$ cat src/rtl/serial_tx_piso_pkg.sv
// Definitions shared by the serial bit-line transmitter and its matching receiver:
// FSM state encodings, the idle line level and a counter-width helper.
package serial_tx_piso_pkg;

  localparam logic [2:0] TX_IDLE   = 3'd0;
  localparam logic [2:0] TX_START  = 3'd1;
  localparam logic [2:0] TX_DATA   = 3'd2;
  localparam logic [2:0] TX_PARITY = 3'd3;
  localparam logic [2:0] TX_STOP   = 3'd4;

  localparam logic LINE_IDLE = 1'b1;

  // Width of a counter spanning 0..n-1, never less than one bit.
  function automatic int cnt_width(input int n);
    return (n > 1) ? $clog2(n) : 1;
  endfunction

endpackage

$ cat src/rtl/dff_async_rst.sv
// Single-bit flop with asynchronous active-high reset to a parameterized value.
module dff_async_rst #(
  parameter logic RST_VAL = 1'b0
) (
  input  logic clk,
  input  logic rst,
  input  logic d,
  output logic q
);

  always_ff @(posedge clk or posedge rst) begin
    if (rst) q <= RST_VAL;
    else     q <= d;
  end

endmodule

$ cat src/rtl/serial_tx_piso.sv
// Parallel-in serial-out frame transmitter: start bit, data LSB first, optional
// parity, stop bit, each held CLKS_PER_BIT clocks on an idle-high registered line.
module serial_tx_piso
  import serial_tx_piso_pkg::*;
#(
  parameter int DATA_W       = 8,
  parameter int CLKS_PER_BIT = 4,
  parameter int PARITY_EN    = 1,
  parameter int PARITY_ODD   = 0
) (
  input  logic              clk,
  input  logic              rst,
  input  logic [DATA_W-1:0] tx_data,
  input  logic              tx_valid,
  output logic              tx_ready,
  output logic              tx_line,
  output logic              tx_busy,
  output logic              tx_done
);

  localparam int CNT_W = cnt_width(CLKS_PER_BIT);
  localparam int BIT_W = cnt_width(DATA_W);
  localparam logic [CNT_W-1:0] CNT_LAST = CNT_W'(CLKS_PER_BIT - 1);
  localparam logic [BIT_W-1:0] BIT_LAST = BIT_W'(DATA_W - 1);

  logic [2:0]        state, state_nxt;
  logic [CNT_W-1:0]  clk_cnt, clk_cnt_nxt;
  logic [BIT_W-1:0]  bit_cnt, bit_cnt_nxt;
  logic [DATA_W-1:0] shift_q, shift_d;
  logic              parity_q, parity_d;
  logic              line_d;
  logic              accept;
  logic              bit_end;

  function automatic logic calc_parity(input logic [DATA_W-1:0] d);
    return (^d) ^ (PARITY_ODD != 0);
  endfunction

  assign tx_ready = (state == TX_IDLE);
  assign tx_busy  = (state != TX_IDLE);
  assign accept   = tx_valid & tx_ready;
  assign bit_end  = (clk_cnt == CNT_LAST);
  assign tx_done  = (state == TX_STOP) & bit_end;

  always_comb begin
    state_nxt   = state;
    clk_cnt_nxt = clk_cnt;
    bit_cnt_nxt = bit_cnt;
    shift_d     = shift_q;
    parity_d    = parity_q;

    if (state != TX_IDLE) begin
      clk_cnt_nxt = bit_end ? '0 : clk_cnt + CNT_W'(1);
    end

    case (state)
      TX_IDLE: begin
        if (accept) begin
          state_nxt   = TX_START;
          clk_cnt_nxt = '0;
          bit_cnt_nxt = '0;
          shift_d     = tx_data;
          parity_d    = calc_parity(tx_data);
        end
      end
      TX_START: begin
        if (bit_end) state_nxt = TX_DATA;
      end
      TX_DATA: begin
        if (bit_end) begin
          shift_d = shift_q >> 1;
          if (bit_cnt == BIT_LAST) begin
            bit_cnt_nxt = '0;
            state_nxt   = (PARITY_EN != 0) ? TX_PARITY : TX_STOP;
          end else begin
            bit_cnt_nxt = bit_cnt + BIT_W'(1);
          end
        end
      end
      TX_PARITY: begin
        if (bit_end) state_nxt = TX_STOP;
      end
      TX_STOP: begin
        if (bit_end) state_nxt = TX_IDLE;
      end
      default: begin
        state_nxt   = TX_IDLE;
        clk_cnt_nxt = '0;
        bit_cnt_nxt = '0;
      end
    endcase
  end

  // The line level is decoded from the next state so the output flop
  // changes on the same edge as the FSM, with no decode after the flop.
  always_comb begin
    line_d = LINE_IDLE;
    case (state_nxt)
      TX_START:  line_d = 1'b0;
      TX_DATA:   line_d = shift_d[0];
      TX_PARITY: line_d = parity_q;
      default:   line_d = LINE_IDLE;
    endcase
  end

  always_ff @(posedge clk or posedge rst) begin
    if (rst) begin
      state    <= TX_IDLE;
      clk_cnt  <= '0;
      bit_cnt  <= '0;
      parity_q <= 1'b0;
    end else begin
      state    <= state_nxt;
      clk_cnt  <= clk_cnt_nxt;
      bit_cnt  <= bit_cnt_nxt;
      parity_q <= parity_d;
    end
  end

  for (genvar i = 0; i < DATA_W; i++) begin : g_shift
    dff_async_rst #(.RST_VAL(1'b0)) u_bit (
      .clk (clk),
      .rst (rst),
      .d   (shift_d[i]),
      .q   (shift_q[i])
    );
  end

  dff_async_rst #(.RST_VAL(LINE_IDLE)) u_line (
    .clk (clk),
    .rst (rst),
    .d   (line_d),
    .q   (tx_line)
  );

endmodule

$ cat config.mk
export PLATFORM = sky130hd
export DESIGN_NAME = serial_tx_piso
export DESIGN_NICKNAME = d
export VERILOG_FILES = /design/src/rtl/serial_tx_piso_pkg.sv /design/src/rtl/dff_async_rst.sv /design/src/rtl/serial_tx_piso.sv
export SDC_FILE = /design/constraint.sdc
export NUM_CORES = 1
export LEC_CHECK = 0
export ABC_CLOCK_PERIOD_IN_PS = 2600
export CORE_MARGIN = 2
export CORE_UTILIZATION = 55
export CTS_CLUSTER_SIZE = 20
export DETAILED_ROUTE_END_ITERATION = 10
export PLACE_DENSITY = 0.92
export RECOVER_POWER = 25
export SLEW_MARGIN = 20
export SYNTH_ARGS = -nofsm -noshare
export SYNTH_HDL_FRONTEND = slang
export SYNTH_SLANG_ARGS = --single-unit
$ cat constraint.sdc
create_clock -name clk -period 2.6 [get_ports clk]
set_clock_uncertainty 0.05 [all_clocks]
set_input_delay 0.26 -clock clk [delete_from_list [all_inputs] [get_ports clk]]
set_output_delay 0.26 -clock clk [all_outputs]
set_load 0.01 [all_outputs]
Yosys cells after proc, flatten, opt, wreduce, memory -nomap -nowiden
Index checks and enable logic that the tools add are counted.
- output and inout port bits: 4
- input bits: 11
- bits in registers: 18
- logic and storage cells: 57
- mux-type cells: 19
- eq/ne operators: 11
- add/sub/neg operators: 2
- bitwise logic cells: 3
- reductions and logical operators: 9
- operators with widths (operator ; count):
    $mux W3 ; 9
    $mux W8 ; 2
    $pmux W8 S2 ; 1
    $pmux W3 S5 ; 1
    $eq A3 B2 Y1 const B ; 4
    $pmux W3 S3 ; 1
    $reduce_xor A8 Y1 ; 1
    $eq A3 B1 Y1 const B ; 2
    $eq A3 B3 Y1 const B ; 2
    $mux W2 ; 3
    $reduce_and A3 Y1 ; 2
    $pmux W2 S2 ; 1
    $reduce_or A4 Y1 ; 1
    $add A3 B1 Y3 const B ; 1
    $logic_not A3 Y1 ; 1
    $pmux W1 S3 ; 1
    $reduce_bool A3 Y1 ; 1
    $reduce_or A3 Y1 ; 1
    $add A2 B1 Y2 const B ; 1
    $and A1 B1 Y1 ; 2
    $eq A2 B2 Y1 const B ; 1
    $ne A2 B1 Y1 const B ; 1
    $ne A2 B2 Y1 const B ; 1
    $reduce_and A2 Y1 ; 1
    2 further kinds ; 2

Logic depth before layout (Yosys ltp)
Gate-level depths: netlist (run 1).
- depth in word-level cells: 6
- mapped depth: 7
- gate-level depth less buffers: 5

Modules after synthesis
From an unflattened synthesis (run 1), not the netlist that was laid out.
- cell total of the unflattened synthesis: 106
- area, all modules: 1019.7 µm²
- modules (own cells, without submodules) (module ; cells each ; area an instance (µm²) ; times used ; sequential area each (µm²)):
    serial_tx_piso ; 88 ; 759.5 ; 1 ; 225.2
    dff_async_rst (g_shift[0].u_bit ...) ; 2 ; 28.8 ; 8 ; 25.0
    dff_async_rst (u_line) ; 2 ; 30.0 ; 1 ; 26.3

Least setup slack after synthesis (run 1)
Ideal clock, no wire load.
- kind: reg-to-reg
- start: register clk_cnt[0]
- end: register u_line.q
- setup time: 79 ps
- required time: 2471 ps
- period minus slack after synthesis: 1668 ps
- path slack: 932 ps
- data arrival time: 1538 ps
- buffers on the path: 2
- cell stages (with the launch flop): 8
- cells stage by stage: dfrtp_1 -> ha_1 -> buf_6 -> and4bb_4 -> buf_6 -> a22o_1 -> a21o_1 -> a2bb2oi_2
- elaborated cells on any way between the ends: 12
- those cells by class: eq/ne (4); mux (8)
- RTL lines (item ; RTL line ; text):
    start: declaration ; serial_tx_piso.sv:27 ; logic [CNT_W-1:0] clk_cnt, clk_cnt_nxt;
    start signal: assignment ; serial_tx_piso.sv:114 ; clk_cnt <= clk_cnt_nxt;
    $eq A2 B2 Y1 ; serial_tx_piso.sv:42 ; assign bit_end = (clk_cnt == CNT_LAST);
    $mux W8 ; serial_tx_piso.sv:70 ; if (bit_end) begin
    $pmux W8 S2 ; serial_tx_piso.sv:56 ; case (state)
    named net g_shift[0].u_bit.d ; dff_async_rst.sv:7 ; input logic d,
    $pmux W1 S3 ; serial_tx_piso.sv:98 ; case (state_nxt)
    named net line_d ; serial_tx_piso.sv:31 ; logic line_d;
    end signal: assignment ; dff_async_rst.sv:12 ; if (rst) q <= RST_VAL;
    end signal: assignment ; dff_async_rst.sv:13 ; else q <= d;
    end: declaration ; dff_async_rst.sv:8 ; output logic q
The timed path passes the listed nets, and every way through them passes these cells. The select of a mux whose other input is x is not followed.
A chain may end at the register's enable or synchronous reset.

Worst setup path in the final report (run 1)
- start: register state[2]
- end: output port tx_ready
- longest elaborated chain between the ends: 1
- ends and longest elaborated chain (item ; RTL line ; text):
    start: declaration ; serial_tx_piso.sv:26 ; logic [2:0] state, state_nxt;
    start signal: assignment ; serial_tx_piso.sv:113 ; state <= state_nxt;
    $logic_not A3 Y1 ; serial_tx_piso.sv:39 ; assign tx_ready = (state == TX_IDLE);
    end: declaration ; serial_tx_piso.sv:15 ; output logic tx_ready,
No other way between the ends.

==> results of run 1 <==
==> kinds of logic (layout without fill, tap and decap cells) <==
family / Yosys count / count (layout)
AND/OR/NAND/NOR: 33 / 33
AO/OA/AOI/OAI: 26 / 26
flip-flops: 18 / 18
buffers and inverters: 9 / 22
XOR/XNOR: 7 / 7
adder cells (fa/ha/maj): 3 / 3
==> critical path, stage by stage (launching register included) <==
cell and delay (ps):
dfrtp_1 530, or3_1 440, inv_1 60, clkdlybuf4s50_1 520
==> registers in the layout, summed over array words and instances (netlist names) <==
signal           flops
g_shift.u_bit.q      8
bit_cnt              3
state                3
clk_cnt              2
parity_q             1
u_line.q             1
==> layer usage <==
metal | GRT usage | routed length [µm] | vias up | part of all wire
met5 | 0 | 0 | - | 0
li1 | - | - | 365 | -
met3 | 0.0353 | 70 | 2 | 0.040
met1 | 0.225 | 753 | 354 | 0.43
met4 | 0.0857 | 11 | 0 | 0.0063
met2 | 0.344 | 908 | 25 | 0.52
==> synthesized netlist by cell type, drive strengths merged (2+ instances only) <==
master,number
a21o,2
a21oi,6
a22o,5
a22oi,6
buf,5
dfrtp,17
ha,3
inv,3
nand2,14
nand3,2
nor2,7
nor3b,2
o21ai,3
xnor2,7
==> through the flow <==
stage	area (µm²)	hold WS (ps)
after floorplan	981	148
after global placement	1110	413
after detailed placement	1110	425
after CTS	1150	341
after global routing	1150	478
final	1150	447
==> layout make-up <==
| cell class | count | area [µm²] |
|---|---|---|
| timing repair buffer | 15 | 148 |
| fill | 128 | 562 |
| clock buffer | 4 | 36.3 |
| tap | 25 | 31.3 |
| inverter | 3 | 11.3 |
| sequential | 18 | 452 |
| multi-input combinational | 69 | 468 |
==> power by group through the flow <==
stage	sequential (mW)	combinational [mW]	clock [mW]
after global placement	0.508	0.460	0
after floorplan	0.463	0.418	0
after detailed placement	0.513	0.485	0
final	0.512	0.482	0.167
after CTS	0.511	0.487	0.169
after global routing	0.528	0.546	0.182
==> worst paths after layout <==
| check | endpoint | slack, ps |
|---|---|---|
| max | tx_ready | 460 |
| min | state[2]$_DFF_PP0_ | 450 |
| max reg2reg | u_line.q$_DFF_PP1_ | 650 |
| min reg2reg | u_line.q$_DFF_PP1_ | 450 |
| max in group asynchronous | g_shift[3].u_bit.q$_DFFE_PP0P_ | 1640 |
| min in group clk | u_line.q$_DFF_PP1_ | 450 |
==> results.sh, run 1 <==
export IMPL_root_buffer="clkbuf_4"
export IMPL_syn_avg_cell_area_um2=10.2
export IMPL_yosysSeqAreaShare=0.460
export IMPL_postRouteAntennaNets=0
export IMPL_period_share=0.824
export IMPL_fin_cells=134
export IMPL_pwr_share_comb=0.415
export IMPL_cts_tree="yes"
export IMPL_num_vias=746
export IMPL_synth_async_reset_ratio=1.00
export IMPL_clock_sinks=18
export IMPL_syn_area_um2=981
export IMPL_drc=0
export IMPL_place_worst_setup_slack_ps=491
export IMPL_syn_num_nets=110
export IMPL_period_needed_ps=2140
export IMPL_synth_edf_count=0
export IMPL_cts_hold_buf=0
export IMPL_yosys_area_share_simple=0.180
export IMPL_die_area_um2=2140
export IMPL_finalSetupTns_ps=0
export IMPL_powerDensity_nw_per_um2=1010
export IMPL_ios=15
export IMPL_cts_max_path_buffers=2
export IMPL_reg2regPathDepth=4
export IMPL_maxCapViolCount=0
export IMPL_ys_seq_elements=18
export IMPL_cts_resized_gates=0
export IMPL_drive_gt1_frac=0.101
export IMPL_gp_routability_congestion=0.844
export IMPL_start_kind="flip-flop"
export IMPL_rows=15
export IMPL_port_buffers=14
export IMPL_cts_made_buffers=3
export IMPL_diodes=0
export IMPL_drtPass1Iterations=4
export IMPL_dieWidth_um=46.2
export IMPL_critical_path_startpoint="state[2]$_DFF_PP0_"
export IMPL_worst_slack_ps=457
export IMPL_syn_inst=96
export IMPL_synth_area_leaders="dfrtp_1, xnor2_1, nand2_1"
export IMPL_ys_types=30
export IMPL_grt_first_pass_wirelength_um=2880
export IMPL_drt_iter0_markers=14
export IMPL_hold_violations=0
export IMPL_synth_xor_area_frac=0.0625
export IMPL_vias_per_cell=5.57
export IMPL_nets=124
export IMPL_synth_top_cell_area_share=0.434
export IMPL_cts_htree_levels=1
export IMPL_relSlewSlack=0.568
export IMPL_grt_antenna_before_repair=0
export IMPL_postCtsSetupBuffers=0
export IMPL_switchingPower_mw=0.427
export IMPL_irDropWorstVdd_mv=0.658
export IMPL_finalPower_mw=1.16
export IMPL_hold_path_class="primary input to asynchronous set/reset pin"
export IMPL_hpwl_um=1340
export IMPL_status="completed"
export IMPL_worst_skew_pair_late_latency_ps=280
export IMPL_power_internal_mw=0.734
export IMPL_core_region_area_um2=1710
export IMPL_final_cell_mix="dfrtp_1, nand2_1, clkdlybuf4s50_1, nor2_1, xnor2_1"
export IMPL_grt_pass1_vias=720
export IMPL_synth_compound_area_share=0.196
export IMPL_worstMarginPinSlew_ps=647
export IMPL_setup_violations=0
export IMPL_r2r_start="state[2]$_DFF_PP0_"
export IMPL_cp_end_kind="output pin"
export IMPL_fmax_mhz=467
export IMPL_p_sw_frac=0.368
export IMPL_cp_data_required_time_ps=2290
export IMPL_slew_viol_final=0
export IMPL_fin_util=0.671
export IMPL_yosysTopAreaCell="dfrtp_1"
export IMPL_clk_pin_slew_ps=100
export IMPL_wire_per_inst_um=13.0
export IMPL_synthFlopType="dfrtp_1"
export IMPL_routed_wl_um=1740
export IMPL_start_util=0.574
export IMPL_p_leak_nw=0.521
export IMPL_worstPathMaxFanout=14
export IMPL_grt_max_degree=19
export IMPL_grtUsageTotal=0.194
export IMPL_synth_top_family_by_area="compound AO/OA/AOI/OAI gates"
export IMPL_syn_to_final_growth_pct=16.8
export IMPL_rsz0062_at_grt="false"
export IMPL_overflow=0
export IMPL_seqPwrFrac=0.441
export IMPL_synthAdderAreaFrac=0.0383
export IMPL_yosysWarnings=0
export IMPL_crit_type="flip-flop to output pin"
export IMPL_cp_data_arrival_time_ps=1830
export IMPL_dieHeight_um=46.2
export IMPL_p_clk_frac=0.144
export IMPL_final_common_cell="dfrtp_1"
export IMPL_dp_cells=130
export IMPL_synth_area_mux_share=0
Note: power is estimated with default switching activity, not from simulation.
==> run 2, diff against run 1 <==
Settings changed: ABC_CLOCK_PERIOD_IN_PS 2600 to 1790, CORE_UTILIZATION 55 to 47, PLACE_DENSITY 0.92 to 0.85.
Clock period 2.6 ns to 1.79 ns, I/O delays scaled along.
==> run 2 against run 1 <==
  * Final cell count rose by 8.2%
  * Routed wire length rose by 11%
  * Global-route usage fell by 0.91 points
  * Highest routed layer unchanged
  * Flip-flop and latch count did not move
  * Count of clock-buffer cells in the layout did not move
  * First-iteration DRC count fell by 21%
  * Sequential power rose by 36%
  * Sequential share of layout area fell by 2.3 points
  * Die area rose by 16%
==> results.sh, run 2 (synthesis gave the netlist of run 1 again) <==
export IMPL_start_kind="flip-flop"
export IMPL_top_usage_layer="met2"
export IMPL_grt_antenna_before_repair=0
export IMPL_dieHeight_um=49.7
export IMPL_p_leak_nw=0.566
export IMPL_worst_path_max_delay_cell="dfrtp_1"
export IMPL_period_needed_ps=1640
export IMPL_rsz0062_at_grt="false"
export IMPL_met3_usage=0.0273
export IMPL_powerDensity_nw_per_um2=1490
export IMPL_grt_pass1_vias=794
export IMPL_syn_to_final_growth_pct=24.7
export IMPL_relSlewSlack=0.376
export IMPL_setup_violations=0
export IMPL_slowest_delay_ps=420
export IMPL_reg_top3="g_shift.u_bit.q (8), bit_cnt (3), state (3)"
export IMPL_fmax_mhz=610
export IMPL_critPathBufInv=0
export IMPL_crit_chain="ha_1 -> ha_1 -> a311oi_1 -> o21ai_0 -> a2bb2oi_2"
export IMPL_grtUsageMet1=0.211
export IMPL_regMostFlops="g_shift.u_bit.q"
export IMPL_clock_sinks=18
export IMPL_cts_max_path_buffers=2
export IMPL_worstMarginPinSlew_ps=937
export IMPL_drc=0
export IMPL_cp_end_kind="flip-flop"
export IMPL_clk_pin_slew_ps=100
export IMPL_final_cell_mix="dfrtp_1, nand2_1, clkdlybuf4s50_1, buf_4"
export IMPL_grt_max_degree=19
export IMPL_routed_wl_um=1930
export IMPL_num_vias=769
export IMPL_fin_util=0.624
export IMPL_dp_cells=138
export IMPL_worst_slack_ps=152
export IMPL_vias_per_cell=5.30
export IMPL_drtPass1Iterations=5
export IMPL_final_common_cell="dfrtp_1"
export IMPL_worst_skew_pair_late_latency_ps=280
export IMPL_rows=16
export IMPL_slew_viol_final=0
export IMPL_largest_register_ffs=8
export IMPL_port_buffers=14
export IMPL_hold_violations=0
export IMPL_root_buffer="clkbuf_4"
export IMPL_status="completed"
export IMPL_grtUsageTotal=0.185
export IMPL_die_area_um2=2470
export IMPL_core_region_area_um2=1960
export IMPL_diodes=0
export IMPL_fin_cells=145
export IMPL_cts_tree="yes"
export IMPL_overflow=0
export IMPL_dieWidth_um=49.7
export IMPL_cts_made_buffers=3
export IMPL_period_share=0.915
export IMPL_finalSetupTns_ps=0
export IMPL_crit_type="flip-flop to flip-flop"
export IMPL_irDropWorstVdd_mv=0.760
export IMPL_place_worst_setup_slack_ps=63.0
export IMPL_cp_data_required_time_ps=1960
export IMPL_maxCapViolCount=0
export IMPL_hold_path_class="flip-flop to flip-flop"
export IMPL_nets=133
export IMPL_gp_routability_congestion=0.751
export IMPL_start_util=0.500
export IMPL_worstPathMaxFanout=3
export IMPL_drt_iter0_markers=11
export IMPL_grt_first_pass_wirelength_um=3460
export IMPL_critPathTopFamily="compound AO/OA/AOI/OAI gates"
export IMPL_cp_data_arrival_time_ps=1810
export IMPL_postRouteAntennaNets=0
export IMPL_grtUsageMet2=0.344
export IMPL_drive_gt1_frac=0.186
export IMPL_wire_per_inst_um=13.3
export IMPL_hpwl_um=1440
export IMPL_cp_common_cell="ha_1"
export IMPL_hold_ws_ps=433
export IMPL_ios=15
export IMPL_cts_htree_levels=1
-- run 2: report_power, final --
part / internal [mW] / switching, mW
sequential: 0.593 / 0.102
combinational: 0.453 / 0.437
clock: 0.124 / 0.116
total: 1.17 / 0.654
-- run 2: area by class of cell --
type,count,area (µm²)
Fill cell,192,738
Tap cell,27,33.8
Clock buffer,4,36.3
Multi-Input combinational cell,69,480
Inverter,3,11.3
Timing Repair Buffer,24,208
Sequential cell,18,454
-- run 2: final timing paths --
path,end,cells after the start,start,slack [ps]
max reg2reg,u_line.q$_DFF_PP1_,5,bit_cnt[0]$_DFFE_PP0P_,150
min,g_shift[2].u_bit.q$_DFFE_PP0P_,2,g_shift[2].u_bit.q$_DFFE_PP0P_,430
min in group asynchronous,state[2]$_DFF_PP0_,3,rst,550
max,u_line.q$_DFF_PP1_,5,bit_cnt[0]$_DFFE_PP0P_,150
max in group asynchronous,state[1]$_DFF_PP0_,3,rst,510
min reg2reg,g_shift[2].u_bit.q$_DFFE_PP0P_,2,g_shift[2].u_bit.q$_DFFE_PP0P_,430
-- run 2: through the flow --
stage               instance area (µm²)  power, mW
finish                             1220       1.82
global route                       1220       2.01
CTS                                1230       1.84
detailed placement                 1160       1.53
global placement                   1160       1.47
floorplan                           981       1.28
-- run 2: layer usage --
metal  share of wire  wire length (µm)
met1            0.44               842
met3           0.026                50
met5               0                 0
met2            0.53              1030
met4          0.0041                 8
-- run 2: worst register-to-register path, delay by kind of cell (launching register included) --
kind	cells	cell delay, ps
adder cells (fa/ha/maj)	2	410
AO/OA/AOI/OAI	3	690
flip-flops	1	420
-- run 2: timing repair --
action / 4_1_cts / 5_1_grt
hold buffers: 0 / 0
endpoints found under the hold margin: 0 / 0
buffers inserted: 3 / 0
setup endpoints to repair: 3 / 0
gates resized for setup: 7 / 0
